## src/rtl/reg_mem_arbiter.sv

```systemverilog
// Round-robin arbiter that serialises single read/write requests from NUM_REQ requesters
// onto one reg_mem port, using a three-state IDLE -> ACCESS -> RESP sequence.
module reg_mem_arbiter #(
   parameter int  DATA_WIDTH = 8,
   parameter int  ADDR_BITS  = 5,
   parameter int  NUM_REQ    = 2,
   localparam int ID_W       = $clog2(NUM_REQ)
) (
   input  logic                            clk,
   input  logic                            rst,
   input  logic [NUM_REQ-1:0]              req,
   input  logic [NUM_REQ-1:0]              req_we,
   input  logic [NUM_REQ*ADDR_BITS-1:0]    req_addr,
   input  logic [NUM_REQ*DATA_WIDTH-1:0]   req_wdata,
   output logic [NUM_REQ-1:0]              ack,
   output logic [DATA_WIDTH-1:0]           rdata,
   output logic                            busy,
   output logic [ID_W-1:0]                 grant_id,
   output logic [ADDR_BITS-1:0]            mem_addr,
   output logic [DATA_WIDTH-1:0]           mem_data_in,
   output logic                            mem_wen,
   input  logic [DATA_WIDTH-1:0]           mem_data_out
);

   typedef enum logic [1:0] {StIdle, StAccess, StResp} state_t;

   state_t          state;
   logic [ID_W-1:0] last_grant;
   logic [ID_W-1:0] winner;

   // Walk offsets from far to near so the closest requester after last_grant wins.
   always_comb begin
      winner = last_grant;
      for (int k = NUM_REQ; k >= 1; k--) begin
         if (req[(int'(last_grant) + k) % NUM_REQ]) begin
            winner = ID_W'((int'(last_grant) + k) % NUM_REQ);
         end
      end
   end

   always_ff @(posedge clk or posedge rst) begin
      if (rst) begin
         state       <= StIdle;
         last_grant  <= ID_W'(NUM_REQ - 1);
         grant_id    <= '0;
         mem_addr    <= '0;
         mem_data_in <= '0;
         mem_wen     <= 1'b0;
         ack         <= '0;
         rdata       <= '0;
         busy        <= 1'b0;
      end else begin
         unique case (state)
            StIdle: begin
               ack <= '0;
               if (|req) begin
                  grant_id    <= winner;
                  last_grant  <= winner;
                  mem_addr    <= req_addr[int'(winner)*ADDR_BITS +: ADDR_BITS];
                  mem_data_in <= req_wdata[int'(winner)*DATA_WIDTH +: DATA_WIDTH];
                  mem_wen     <= req_we[winner];
                  busy        <= 1'b1;
                  state       <= StAccess;
               end
            end
            StAccess: begin
               // mem_wen still carries the latched direction of this access
               if (!mem_wen) begin
                  rdata <= mem_data_out;
               end
               mem_wen       <= 1'b0;
               ack[grant_id] <= 1'b1;
               state         <= StResp;
            end
            StResp: begin
               ack   <= '0;
               busy  <= 1'b0;
               state <= StIdle;
            end
            default: begin
               state <= StIdle;
            end
         endcase
      end
   end

endmodule

```

## config.mk

```make
export PLATFORM = sky130hd
export DESIGN_NAME = reg_mem_arbiter
export DESIGN_NICKNAME = d
export VERILOG_FILES = /design/src/rtl/reg_mem_arbiter.sv
export SDC_FILE = /design/constraint.sdc
export NUM_CORES = 1
export LEC_CHECK = 0
export CAP_MARGIN = 20
export CORE_ASPECT_RATIO = 1.1
export CORE_UTILIZATION = 25
export DETAILED_ROUTE_END_ITERATION = 16
export PLACE_DENSITY = 0.65
export SLEW_MARGIN = 20
export SYNTH_ARGS = -nofsm -noshare
export SYNTH_HDL_FRONTEND = slang
export SYNTH_SLANG_ARGS = --single-unit
export TNS_END_PERCENT = 1
```

## constraint.sdc

```tcl
create_clock -name clk -period 2.2 [get_ports clk]
set_clock_uncertainty 0.1 [all_clocks]
set_input_delay 0.33 -clock clk [delete_from_list [all_inputs] [get_ports clk]]
set_output_delay 0.33 -clock clk [all_outputs]
set_load 0.005 [all_outputs]
```

## Yosys cells after proc, flatten, opt, wreduce, memory -nomap -nowiden

Cells that the tools add are included.

- Input bits: 40
- Register bits after elaboration: 29

- Mux-type cells: 19
- Add/subtract/negate cells: 2
- Order comparisons: 5
- Reductions and logical operators: 11
- Bitwise logic cells: 4
- Shift-type cells: 2
- $mul: 1
- Equality and inequality tests: 3

Operators with widths:

| cell | number |
|---|---|
| variable part select 16 x 5 -> 8 bit | 1 |
| two-way mux 1 bit | 13 |
| variable part select 10 x 5 -> 5 bit | 1 |
| case mux 2 bit (2 select lines) | 2 |
| AND reduction 2 bit | 4 |
| less-than comparator 2 x 3 -> 1 bit, second input constant | 2 |
| nonzero test 2 bit | 3 |
| less-than comparator 1 x 2 -> 1 bit, second input constant | 2 |
| multiplier 1 x 3 -> 4 bit, second input constant | 1 |
| case mux 1 bit (2 select lines) | 2 |
| OR reduction 2 bit | 2 |
| adder 1 bit, second input constant | 2 |
| AND 1 bit, first input constant | 2 |
| equality test 2 x 1 -> 1 bit, second input constant | 1 |
| equality test 2 bit, second input constant | 1 |
| logical NOT 2 bit | 1 |
| two-way mux 2 bit | 1 |
| inequality test 2 bit, second input constant | 1 |
| bitwise OR 2 bit | 1 |
| demux 1 bit (select 1 bit) | 1 |
| >= comparator 1 bit, second input constant | 1 |
| logical AND 1 bit | 1 |
| inverter 1 bit | 1 |

## Logic depth before layout (Yosys ltp)

- Depth after elaboration: 11
- Gate-level depth with buffers: 5
- Mapped depth without buffers: 4

## Worst setup path before layout

Ideal clock, no wire load.

- Kind: register to register
- Start point: register last_grant
- End point: register mem_wen
- Data required time: 1,966 ps
- Arrival time: 1,344 ps
- Clock period less this slack: 1,578 ps
- Buffers on the path: 1
- Slack: 622 ps
- Stages on the path, launching flop included: 5
- Cells stage by stage: dfstp_2 > mux2i_4 > buf_12 > mux2i_1 > mux2i_1

- Longest elaborated chain between the ends: 10

RTL lines:

| what | RTL line | source |
|---|---|---|
| start, declared | 28 | `logic [ID_W-1:0] last_grant;` |
| start signal, assigned | 44 | `last_grant <= ID_W'(NUM_REQ - 1);` |
| start signal, assigned | 58 | `last_grant <= winner;` |
| adder 1 bit | 35, 36 |  |
| two-way mux 1 bit (not written as such) (3 in series) | 35 | `if (req[(int'(last_grant) + k) % NUM_REQ]) begin` |
| two-way mux 1 bit | 35 |  |
| two-way mux 1 bit * | 35 |  |
| two-way mux 1 bit (not written as such) * (2 in series) | 61 | `mem_wen <= req_we[winner];` |
| two-way mux 1 bit * | 56 | `if (\|req) begin` |
| case mux 1 bit (2 select lines) * | 53 | `unique case (state)` |
| end signal, assigned | 61 |  |
| end, declared | 21 | `output logic mem_wen,` |

Mark *: on every way between the ends. The rest lies on a longest branch, timed or not. The select of a mux whose other input is x is not followed.
A chain may end at the register's enable or synchronous reset.

## Final worst setup path

- Start point: register grant_id
- End point: output grant_id

RTL lines:

| what | RTL line | source |
|---|---|---|
| start, declared | 18 | `output logic [ID_W-1:0] grant_id,` |
| start signal, assigned | 57 | `grant_id <= winner;` |

No word-level cell between the ends.

==> impl_metrics.tcl <==
set metrics [dict create \
    status "complete, no violations" \
    post-cts-setup-buffers 0 \
    diodes 0 \
    grtUsageTotal_pct 13.1 \
    fmaxAchievable_mhz 607 \
    cp_top_family "buffers and inverters" \
    grt_max_degree 30 \
    antenna_found_initial 0 \
    drc 0 \
    wire_per_inst_um 12.5 \
    grt_pass1_vias 1125 \
    drtIter0Drc 34 \
    clk_latency_ns 0.28 \
    dieArea_sq_mm 0.00521 \
    slew-limit-headroom_pct 71.6 \
    cp-start-kind "flop" \
    finalWirelength_mm 2.92 \
    ios 66 \
    end_kind "primary output" \
    synth_edf_count 0 \
    die_h_um 75.6 \
    cts-root-buf "clkbuf_8" \
    ys_ff_latch 29 \
    cp_cell_sequence "clkdlybuf4s50_1" \
    ctsHoldBuffers 0 \
    seq_area_frac_synth_pct 59.0 \
    crit_type "reg -> out" \
    gp_congestion 0.625 \
    ant_nets 0 \
    leakagePower_nw 0.891 \
    core_sq_mm 0.00468 \
    area_growth_pct 69.4 \
    avgSynthCellArea_sq_um 11.8 \
    multi_input_area_sq_um 457 \
    final_cell_area_sq_mm 0.00209 \
    numCtsBuffers 5 \
    setup_tns_ns 0 \
    yosys.area.top_type_share_pct 56.9 \
    vias_per_cell 4.37 \
    die_w_um 68.9 \
    synthTopCellsByCount "dfrtp_1, nor2_1, a21oi_1, mux2i_1, mux2_2" \
    grt_first_pass_wirelength_mm 4.82 \
    timing.final.crit_period_ns 1.65 \
    worst-path-max-fanout 4 \
    ys_warn_count 0 \
    ir_drop_uv 586 \
    synth_ff_type "dfrtp_1" \
    portBuffers 65 \
    setup_viol_count_final 0 \
    slowest_delay_ns 0.53 \
    ys_async_sr_fraction_pct 100 \
    hold_viol 0 \
    fin_nets 216 \
    setup.worst_path.start "grant_id$_DFFE_PP0P_" \
    worst_slew_pin_slew_ns 0.426 \
    drv_cap 0 \
    cpMaxStageDelayCell "clkdlybuf4s50_1" \
    initial_utilization_pct 26.3 \
    period_share_pct 74.9 \
    dp_hpwl_mm 2.15 \
    syn-num-nets 144 \
    cp_num_buf_inv 1 \
    vias 1019 \
    clock_path_buffers 2 \
    cp_data_required_time_ns 1.77 \
    first_pass_iters 4 \
    seq_area_sq_um 727 \
    pwr_density_cell_mw_per_mm2 1310 \
    slew_violations 0 \
    rows 26 \
    htreeDepth 2 \
    cts_tree "built" \
    r2r-start "state[1]$_DFFE_PP0P_" \
    cts.sinks 29 \
    path_clk_slew_ns 0.07 \
    netlist_area_sq_mm 0.00123 \
    cts_resized 0 \
    fillCellCount 456 \
    synthCells 104 \
    crit_arrival_ns 1.22 \
    yosys.area.top_type "dfrtp_1" \
    min-delay-path-class "in -> async" \
    synth_cell_types 13 \
    placed_area_sq_mm 0.00197 \
    rsz0062_at_grt "no" \
    grt.overflow.total 0 \
    synthTopCellsByArea "dfrtp_1, mux2i_1, mux2_2" \
    drive_gt1_share_pct 13.6 \
    synth_most_common_cell "dfrtp_1" \
]
## where the power goes
part	total (W)	internal, W	switching (W)
Sequential	0.000968	0.000805	0.000163
Clock	0.000583	0.000368	0.000215
Combinational	0.00119	0.000749	0.000437
Total	0.00274	0.00192	0.000815
## layout make-up
class	count	share of cell area, %
clock buffer	6	3.96
tap	56	3.36
inverter	5	0.900
multi-input combinational	66	21.9
clock inverter	2	1.80
timing repair buffer	69	33.2
sequential	29	34.9
## worst paths after layout
kind | endpoint | slack (ns) | cells past startpoint
setup / recovery | grant_id | 0.55 | 1
hold / removal | rdata[2]$_DFFE_PP0P_ | 0.32 | 3
setup reg to reg | rdata[4]$_DFFE_PP0P_ | 0.60 | 4
hold reg to reg | ack[0]$_DFFE_PP0P_ | 0.40 | 2
max in group asynchronous | last_grant$_DFFE_PP1P_ | 1.37 | 3
min in group clk | ack[0]$_DFFE_PP0P_ | 0.40 | 2
## cells in the final DEF (no fill, tap or decap), types with 2 or more instances in the layout
| master | Yosys | final |
|---|---|---|
| clkdlybuf4s50_1 | 0 | 65 |
| dfrtp_1 | 28 | 28 |
| nor2_1 | 21 | 21 |
| a21oi_1 | 17 | 17 |
| mux2i_1 | 15 | 15 |
| mux2_2 | 8 | 8 |
| clkbuf_8 | 0 | 6 |
| inv_1 | 5 | 5 |
| buf_4 | 0 | 3 |
| nand2_1 | 2 | 2 |
## flip-flops by register name, summed over array words and instances (netlist names)
signal / cells
last_grant: 1
mem_wen: 1
ack: 2
grant_id: 1
rdata: 8
mem_data_in: 8
state: 2
mem_addr: 5
busy: 1
## stage by stage
stage	hold WS (ns)	cells	power [W]	utilization (%)	setup slack, ns
4_1_cts	0.321	233	0.00280	44.5	0.527
2_1_floorplan	0.307	104	0.00151	-	0.622
3_5_place_dp	0.395	225	0.00219	42.0	0.435
3_3_place_gp	0.389	225	0.00216	42.0	0.465
5_1_grt	0.384	233	0.00296	44.5	0.479
6_report	0.315	233	0.00274	44.5	0.553
## layer usage
layer / GRT usage (%) / up-vias / wire, um
li1: - / 493 / -
met3: 6.29 / 6 / 267
met4: 6.12 / 0 / 62
met5: 0 / - / 0
met1: 13.7 / 471 / 1200
met2: 21.9 / 49 / 1390
## cells by family (layout without fill, tap and decap cells)
group / after synthesis / count (layout) / synth area share [%]
flip-flops: 29 / 29 / 59.0
AND/OR/NAND/NOR: 25 / 25 / 8.33
multiplexers: 24 / 24 / 21.3
AO/OA/AOI/OAI: 17 / 17 / 6.91
buffers and inverters: 9 / 82 / 4.37
Note: power is estimated with default switching activity, not from simulation.
